<file path="src/rtl/serial_add_ctrl_if.sv">
// Handshake bundle for serial_add_ctrl: operand request channel and result channel.
// Port ovf exists only when OVF_FLAG_EN is defined.
interface serial_add_ctrl_if #(
  parameter int WIDTH = 16
);
  logic             in_valid;
  logic             in_ready;
  logic [WIDTH-1:0] a;
  logic [WIDTH-1:0] b;
  logic             cin;
  logic             out_valid;
  logic             out_ready;
  logic [WIDTH-1:0] sum;
  logic             cout;
`ifdef OVF_FLAG_EN
  logic             ovf;

  modport master (
    output in_valid, a, b, cin, out_ready,
    input  in_ready, out_valid, sum, cout, ovf
  );
  modport slave (
    input  in_valid, a, b, cin, out_ready,
    output in_ready, out_valid, sum, cout, ovf
  );
`else
  modport master (
    output in_valid, a, b, cin, out_ready,
    input  in_ready, out_valid, sum, cout
  );
  modport slave (
    input  in_valid, a, b, cin, out_ready,
    output in_ready, out_valid, sum, cout
  );
`endif
endinterface

</file>
<file path="src/rtl/serial_add_ctrl.sv">
// Nibble-serial adder: one 4-bit ripple slice reused over WIDTH/4 cycles per operation.
// Optional signed-overflow flag enabled with macro OVF_FLAG_EN.
module serial_add_ctrl #(
  parameter int WIDTH = 16
) (
  input  logic               clk,
  input  logic               rst_n,
  serial_add_ctrl_if.slave   bus,
  output logic               busy
);
  localparam int NIB   = WIDTH / 4;
  localparam int IDX_W = (NIB > 1) ? $clog2(NIB) : 1;

  typedef enum logic [1:0] {IDLE, RUN, DONE} state_t;

  state_t             state, state_nxt;
  logic               in_ready_q, out_valid_q, cout_q, carry_q;
  logic [IDX_W-1:0]   idx_q;
  logic [WIDTH-1:0]   a_q, b_q, sum_q;
  logic [3:0]         a_nib, b_nib;
  logic [5:0]         slc;
  logic               last, accept;

  // Returns {carry into bit 3, carry out of bit 3, 4-bit sum}.
  function automatic logic [5:0] slice4(input logic [3:0] x, input logic [3:0] y,
                                        input logic ci);
    logic [4:0] c;
    logic [3:0] s;
    c[0] = ci;
    for (int i = 0; i < 4; i++) begin
      s[i]   = x[i] ^ y[i] ^ c[i];
      c[i+1] = (x[i] & y[i]) | (c[i] & (x[i] ^ y[i]));
    end
    return {c[3], c[4], s};
  endfunction

  always_comb begin
    a_nib = '0;
    b_nib = '0;
    for (int n = 0; n < NIB; n++) begin
      if (idx_q == IDX_W'(n)) begin
        a_nib = a_q[4*n +: 4];
        b_nib = b_q[4*n +: 4];
      end
    end
  end

  assign slc    = slice4(a_nib, b_nib, carry_q);
  assign last   = (idx_q == IDX_W'(NIB - 1));
  assign accept = (state == IDLE) && bus.in_valid && in_ready_q;

  always_ff @(posedge clk or negedge rst_n) begin
    if (!rst_n) state <= IDLE;
    else        state <= state_nxt;
  end

  always_comb begin
    state_nxt = state;
    case (state)
      IDLE:    if (accept)        state_nxt = RUN;
      RUN:     if (last)          state_nxt = DONE;
      DONE:    if (bus.out_ready) state_nxt = IDLE;
      default:                    state_nxt = IDLE;
    endcase
  end

  // Operands only matter between accept and DONE, so they carry no reset.
  always_ff @(posedge clk) begin
    if (accept) begin
      a_q <= bus.a;
      b_q <= bus.b;
    end
  end

  always_ff @(posedge clk or negedge rst_n) begin
    if (!rst_n) begin
      in_ready_q  <= 1'b0;
      out_valid_q <= 1'b0;
      sum_q       <= '0;
      cout_q      <= 1'b0;
      carry_q     <= 1'b0;
      idx_q       <= '0;
    end else begin
      in_ready_q <= (state_nxt == IDLE);
      case (state)
        IDLE: begin
          if (accept) begin
            carry_q <= bus.cin;
            idx_q   <= '0;
          end
        end
        RUN: begin
          for (int n = 0; n < NIB; n++)
            if (idx_q == IDX_W'(n)) sum_q[4*n +: 4] <= slc[3:0];
          carry_q <= slc[4];
          if (last) begin
            idx_q       <= '0;
            cout_q      <= slc[4];
            out_valid_q <= 1'b1;
          end else begin
            idx_q <= idx_q + 1'b1;
          end
        end
        DONE: if (bus.out_ready) out_valid_q <= 1'b0;
        default: ;
      endcase
    end
  end

`ifdef OVF_FLAG_EN
  logic ovf_q;

  // Signed overflow: carry into the MSB disagrees with carry out of it.
  always_ff @(posedge clk or negedge rst_n) begin
    if (!rst_n)                    ovf_q <= 1'b0;
    else if (state == RUN && last) ovf_q <= slc[5] ^ slc[4];
  end

  assign bus.ovf = ovf_q;
`endif

  assign bus.in_ready  = in_ready_q;
  assign bus.out_valid = out_valid_q;
  assign bus.sum       = sum_q;
  assign bus.cout      = cout_q;
  assign busy          = (state != IDLE);
endmodule

</file>
<file path="src/flat_wrapper.sv">
// flat-port wrapper written by rule: the top's interface ports become plain ports
module serial_add_ctrl_flat 
#(
  parameter int WIDTH = 16
)
  (clk, rst_n, busy, bus_in_valid, bus_a, bus_b, bus_cin, bus_out_ready, bus_in_ready, bus_out_valid, bus_sum, bus_cout);
  serial_add_ctrl_if #(.WIDTH(WIDTH)) bus_i ();
  input  logic clk;
  input  logic rst_n;
  output logic busy;
  input wire logic [$bits(bus_i.in_valid)-1:0] bus_in_valid;
  input wire logic [$bits(bus_i.a)-1:0] bus_a;
  input wire logic [$bits(bus_i.b)-1:0] bus_b;
  input wire logic [$bits(bus_i.cin)-1:0] bus_cin;
  input wire logic [$bits(bus_i.out_ready)-1:0] bus_out_ready;
  output wire logic [$bits(bus_i.in_ready)-1:0] bus_in_ready;
  output wire logic [$bits(bus_i.out_valid)-1:0] bus_out_valid;
  output wire logic [$bits(bus_i.sum)-1:0] bus_sum;
  output wire logic [$bits(bus_i.cout)-1:0] bus_cout;
  assign bus_i.in_valid = bus_in_valid;
  assign bus_i.a = bus_a;
  assign bus_i.b = bus_b;
  assign bus_i.cin = bus_cin;
  assign bus_i.out_ready = bus_out_ready;
  assign bus_in_ready = bus_i.in_ready;
  assign bus_out_valid = bus_i.out_valid;
  assign bus_sum = bus_i.sum;
  assign bus_cout = bus_i.cout;
  serial_add_ctrl #(.WIDTH(WIDTH)) u_core (.clk(clk), .rst_n(rst_n), .bus(bus_i), .busy(busy));
endmodule
</file>
<file path="config.mk">
export PLATFORM = sky130hd
export DESIGN_NAME = serial_add_ctrl_flat
export DESIGN_NICKNAME = d
export VERILOG_FILES = /design/src/rtl/serial_add_ctrl_if.sv /design/src/rtl/serial_add_ctrl.sv /design/src/flat_wrapper.sv
export SDC_FILE = /design/constraint.sdc
export NUM_CORES = 1
export LEC_CHECK = 0
export CORE_AREA = 2 2 93 95
export DETAILED_ROUTE_END_ITERATION = 6
export DIE_AREA = 0 0 95 97
export GPL_TIMING_DRIVEN = 0
export PLACE_DENSITY = 0.51
export SYNTH_ARGS = -nofsm -noshare
export SYNTH_HDL_FRONTEND = slang
export SYNTH_SLANG_ARGS = --single-unit
</file>
<file path="constraint.sdc">
create_clock -name clk -period 6.5 [get_ports clk]
set_input_delay 1.3 -clock clk [delete_from_list [all_inputs] [get_ports clk]]
set_output_delay 1.3 -clock clk [all_outputs]
set_load 0.1 [all_outputs]
</file>
==> flow_summary.ini, run 1 <==
[global_routing]
global_route.overflow_total = 0
grt_util_met2_pct = 15.88
antenna_found_initial = 0
gr-usage-met1_pct = 15.52
grt_util_all_layers_pct = 10.75
top_usage_layer = met2
grt_pass1_vias = 1519
grt.met3_usage_pct = 2.960
grt_max_degree = 35
grt_pass1_wl_mm = 7.583

[synth]
share_of_the_yosys_chip_area_belonging_to_registers_pct = 64.76
syn-cell-area_mm2 = 0.002411
synthCells = 164
synth.avg_cell_area_um2 = 14.70
yosys_register_bits = 56
synthesis.nets = 209
synthesis.yosys.warnings = 0
ys_types = 21

[sta]
timing.max_slew.rel_slack_pct = 13.58
setup_failing_eps_final = 0
final.min_clock_period_ps = 3725
setup_repair_after_global_routing_missed_its_margin = false
accumulated_negative_setup_slack_ps = 0
fmax_mhz = 268.5
final_slew_viol_count = 0
fin_crit_sh_pct = 57.31
clock_skew_ps = 5.334
finalHoldViolations = 0
timing_worst_slew_pin_value_ps = 1295

[critical_path]
worst_setup_path_startpoint = u_core.idx_q[0]$_DFFE_PN0P_
regToRegEndpoint = u_core.bus.sum[11]$_DFFE_PN0P_
worstPathMaxFanout = 10
crit_path_end = u_core.bus.sum[11]$_DFFE_PN0P_
cp.arrival_ps = 3910
worst-endpoint-required_ps = 6690
ff2ff_path_depth = 11
setup.reg_to_reg.worst_slack_ps = 2780
start_kind = register
rr_startpoint = u_core.idx_q[0]$_DFFE_PN0P_
worst-setup-path-type = reg -> reg
timing.critical_path.to_type = register

[placed_design]
place_congestion = 0.7212
post_dp_hpwl_mm = 3.419
port_buffers = 56

[job]
cap_viol_max_count = 0

[worst_hold_path]
hold_path_startpoint = u_core.bus.sum[8]$_DFFE_PN0P_
min_path_type = reg -> reg

[cts]
cts_max_level = 2
cts_hold_repair.buffers = 0
cts_buffer_depth = 2
root_buffer = sky130_fd_sc_hd__clkbuf_8
cts_resized = 0
postCtsSetupBuffers = 0
cts_inserted_buffers = 5
cts_num_sinks = 56
tritoncts = done
clk-insertion-delay-late_ps = 300
clk_pin_slew_ps = 90

[status]
status = finished clean

[routing]
drtPass1Iterations = 5
wl_per_cell_um = 13.90
post-route-drc-count = 0
routed-via-count = 1431
first_iter_violations = 49
totalWireLength_mm = 4.630
via_per_inst = 4.297
postRouteAntennaNets = 0

[floorplanning]
std_cell_rows = 33
initial_utilization_pct = 29.64
design.die.area_mm2 = 0.009215
fp.coreArea_mm2 = 0.008134
boundaryPins = 57
dieWidth_um = 95
fp.dieH_um = 97

[final_layout]
diodes = 0
drive_gt1_share_pct = 16.67
areaGrowthSynthToFinish_pct = 32.75
num-nets-final = 272
-- logic make-up after synthesis --
logic type	after synthesis	synth area share [%]
flops	56	64.76
compound gates	40	10.02
simple gates	24	5.916
buf+inv	19	3.321
mux	17	10.59
fa+ha+maj	8	5.397
-- layout make-up --
type | count | area [um2]
timing repair buffer | 56 | 560.5
multi-input combinational | 89 | 769.5
inverter | 12 | 45.04
buffer | 7 | 35.03
fill | 777 | 4933
sequential | 56 | 1562
tap | 105 | 131.4
clock buffer | 8 | 97.59
-- critical path, cell delays in order, from the launching register on --
cell and delay (ps):
sky130_fd_sc_hd__dfrtp_1 440, sky130_fd_sc_hd__inv_1 100, sky130_fd_sc_hd__ha_1 150, sky130_fd_sc_hd__buf_2 220, sky130_fd_sc_hd__buf_2 280, sky130_fd_sc_hd__a21oi_1 100, sky130_fd_sc_hd__a22o_1 230, sky130_fd_sc_hd__fa_1 460
sky130_fd_sc_hd__fa_1 390, sky130_fd_sc_hd__fa_1 400, sky130_fd_sc_hd__fa_1 540, sky130_fd_sc_hd__mux2_4 300
-- cell usage after synthesis --
master	instances	share of area, %
sky130_fd_sc_hd__a21oi_1	18	3.7
sky130_fd_sc_hd__a22o_1	8	2.9
sky130_fd_sc_hd__a31oi_1	1	0.26
sky130_fd_sc_hd__and2b_4	1	0.42
sky130_fd_sc_hd__buf_2	7	1.5
sky130_fd_sc_hd__dfrtp_1	24	25
sky130_fd_sc_hd__edfxtp_1	32	40
sky130_fd_sc_hd__fa_1	4	3.3
sky130_fd_sc_hd__ha_1	4	2.1
sky130_fd_sc_hd__inv_1	12	1.9
sky130_fd_sc_hd__mux2_4	17	11
sky130_fd_sc_hd__nand2_1	12	1.9
sky130_fd_sc_hd__nand2_4	4	1.9
sky130_fd_sc_hd__nand2b_1	2	0.52
sky130_fd_sc_hd__nand3_1	1	0.21
sky130_fd_sc_hd__nand4bb_1	1	0.47
sky130_fd_sc_hd__nor2_1	2	0.31
sky130_fd_sc_hd__o211a_1	1	0.42
sky130_fd_sc_hd__o21ai_0	10	2.1
sky130_fd_sc_hd__o31ai_1	2	0.62
sky130_fd_sc_hd__or2_2	1	0.26
-- through the flow --
stage          cell area (um2)  hold slack [ps]  util (%)  setup slack [ps]  instances
2_1_floorplan             2411            507.4         -              3172        164
3_3_place_gp              3103            498.4     38.15              2770        325
3_5_place_dp              3103            499.2     38.15              2756        325
4_1_cts                   3201            523.3     39.35              2735        333
5_1_grt                   3201            531.3     39.35              2615        333
6_report                  3201            517.1     39.35              2775        333
-- sequential cells by signal (all words and copies together), names as in the netlist --
| name | count |
|---|---|
| u_core.a_q | 16 |
| u_core.b_q | 16 |
| u_core.carry_q | 1 |
| u_core.idx_q | 2 |
| u_core.bus.in_ready | 1 |
| u_core.bus.cout | 1 |
| u_core.bus.sum | 16 |
| u_core.state | 2 |
| u_core.bus.out_valid | 1 |
-- how the worst min path moves through the flow --
stage / to / depth (start not counted)
floorplan: u_core.idx_q[0]$_DFFE_PN0P_ / 1
global placement: u_core.bus.sum[4]$_DFFE_PN0P_ / 1
detailed placement: u_core.bus.sum[13]$_DFFE_PN0P_ / 1
CTS: u_core.bus.sum[10]$_DFFE_PN0P_ / 1
global route: u_core.bus.sum[4]$_DFFE_PN0P_ / 1
finish: u_core.bus.sum[8]$_DFFE_PN0P_ / 1
-- layer usage --
layer,up-vias,wire (um)
li1,708,-
met1,661,2265
met2,55,1997
met3,7,293
met4,0,73
met5,-,0
-- placed cells by master (no fill, tap or decap), drive strengths merged --
cell / count
edfxtp: 32
o211a: 1
fa: 4
o21ai: 10
o31ai: 2
nand4bb: 1
and2b: 1
nand3: 1
ha: 4
mux2: 17
clkdlybuf4s50: 56
or2: 1
a31oi: 1
clkbuf: 8
dfrtp: 24
a22o: 8
inv: 12
nand2: 16
buf: 7
nor2: 2
nand2b: 2
a21oi: 18
Power of run 1 is not shown: default switching activity piles up to over one toggle a cycle in this logic, so the estimate is an artifact.
==> run 2, diff against run 1 <==
Clock period 6.5 ns to 3.86 ns, I/O delays scaled along.
==> run 2 against run 1 <==
  * Worst setup slack got worse by 2600 ps
  * Via count is the same
  * Wire length about the same
  * Sequential share of layout area about the same
  * Fmax is 0.99% higher
  * Critical path type unchanged
  * Largest cell class unchanged
  * Highest routed layer unchanged
==> flow_summary.ini, run 2 (synthesis gave the netlist of run 1 again) <==
[critical_path]
worst-endpoint-required_ps = 4050
cp_slowest_cell = sky130_fd_sc_hd__fa_1
cp.arrival_ps = 3880
worstPathMaxFanout = 10
path_cells = inv_1 > ha_1 > buf_2 > clkbuf_4 > a21oi_1 > a22o_1 > fa_1 > fa_1 > fa_1 > fa_1 > mux2_4
critical_path_buf_inv_count = 3
timing.critical_path.to_type = register
rr_startpoint = u_core.idx_q[0]$_DFFE_PN0P_
worst-setup-path-type = reg -> reg
ff2ff_path_depth = 11
cp_slowest_stage_delay_ps = 540
worst_path_most_repeated_cell = sky130_fd_sc_hd__fa_1
regToRegEndpoint = u_core.bus.sum[11]$_DFFE_PN0P_
start_kind = register
setup.reg_to_reg.worst_slack_ps = 170
critPathTopFamily = adder cells

[worst_hold_path]
worstHoldEndpoint = u_core.bus.sum[8]$_DFFE_PN0P_
min_path_type = reg -> reg
whs_path_depth = 1
hold_path_startpoint = u_core.bus.sum[8]$_DFFE_PN0P_

[routing]
totalWireLength_mm = 4.628
routed-via-count = 1431
postRouteAntennaNets = 0
first_iter_violations = 49
wl_per_cell_um = 13.90
drtPass1Iterations = 5
via_per_inst = 4.297
post-route-drc-count = 0

[global_routing]
global_route.overflow_total = 0
grt_pass1_vias = 1519
grt_pass1_wl_mm = 7.583
grt_max_degree = 35
grt_util_all_layers_pct = 10.75
antenna_found_initial = 0

[placed_design]
place_congestion = 0.7212
post_dp_hpwl_mm = 3.419
port_buffers = 56

[final_layout]
commonest_non_fill_non_tap_cell_in_the_layout = sky130_fd_sc_hd__clkdlybuf4s50_1
diodes = 0
num-nets-final = 272
most_frequent_cells_in_the_layout = sky130_fd_sc_hd__clkdlybuf4s50_1, sky130_fd_sc_hd__edfxtp_1, sky130_fd_sc_hd__dfrtp_1, sky130_fd_sc_hd__a21oi_1, sky130_fd_sc_hd__mux2_4
areaGrowthSynthToFinish_pct = 32.85
fillers = 778
drive_gt1_share_pct = 16.67

[cts]
root_buffer = sky130_fd_sc_hd__clkbuf_8
tritoncts = done
cts_hold_repair.buffers = 0
cts_max_level = 2
clk_pin_slew_ps = 90
cts_buffer_depth = 2
clk-insertion-delay-late_ps = 300
cts_num_sinks = 56
cts_inserted_buffers = 5

[floorplanning]
std_cell_rows = 33
fp.dieH_um = 97
boundaryPins = 57
fp.coreArea_mm2 = 0.008134
initial_utilization_pct = 29.64
dieWidth_um = 95
design.die.area_mm2 = 0.009215

[status]
status = finished clean

[sta]
timing_worst_slew_pin_value_ps = 1294
fin_crit_sh_pct = 95.56
setup_repair_after_global_routing_missed_its_margin = false
final.min_clock_period_ps = 3689
timing.max_slew.rel_slack_pct = 13.61
fmax_mhz = 271.1
final_slew_viol_count = 0
setup_failing_eps_final = 0
accumulated_negative_setup_slack_ps = 0
finalHoldViolations = 0
clock_skew_ps = 5.524

[job]
cap_viol_max_count = 0
## run 2: final cells by class
type                       count  area (um2)  share of cell area, %
buffer                         7       37.54                  1.172
clock buffer                   8       97.59                  3.047
inverter                      12       45.04                  1.406
multi-input combinational     89       769.5                  24.02
sequential                    56        1562                  48.75
tap                          105       131.4                  4.102
timing repair buffer          56       560.5                  17.50
## run 2: repair_timing
item / 4_1_cts / 5_1_grt
resized for setup: 0 / 1
buffers inserted: 0 / 0
endpoints found under the setup margin: 0 / 4
## run 2: worst max path at each step
stage	start	endpoint	slack [ps]	depth (start not counted)
final	u_core.idx_q[0]$_DFFE_PN0P_	u_core.bus.sum[11]$_DFFE_PN0P_	170	11
after global routing	u_core.idx_q[0]$_DFFE_PN0P_	u_core.bus.sum[11]$_DFFE_PN0P_	8	11
after CTS	u_core.idx_q[0]$_DFFE_PN0P_	u_core.bus.sum[11]$_DFFE_PN0P_	100	11
after detailed placement	u_core.idx_q[0]$_DFFE_PN0P_	u_core.bus.sum[11]$_DFFE_PN0P_	120	11
after global placement	u_core.idx_q[0]$_DFFE_PN0P_	u_core.bus.sum[7]$_DFFE_PN0P_	130	11
after floorplan	u_core.idx_q[0]$_DFFE_PN0P_	u_core.bus.sum[11]$_DFFE_PN0P_	530	11
## run 2: through the flow
stage | hold slack (ps) | instances | util [%] | area, um2 | setup WS, ps
global placement | 498.4 | 325 | 38.15 | 3103 | 130.1
finish | 517.1 | 333 | 39.38 | 3203 | 171.5
CTS | 523.3 | 333 | 39.35 | 3201 | 95.48
detailed placement | 499.2 | 325 | 38.15 | 3103 | 116.3
floorplan | 476.4 | 164 | - | 2411 | 532.2
global route | 531.3 | 333 | 39.38 | 3203 | 7.875
## run 2: metal layers
metal	global-route usage [%]	share of wire, %	up-vias	routed length, um
li1	-	-	708	-
met1	15.52	49	661	2258
met2	15.88	43	55	2003
met3	2.960	6.3	7	293
met4	2.899	1.6	0	73
met5	0	0	-	0
Power of run 2 is left out for the same reason.
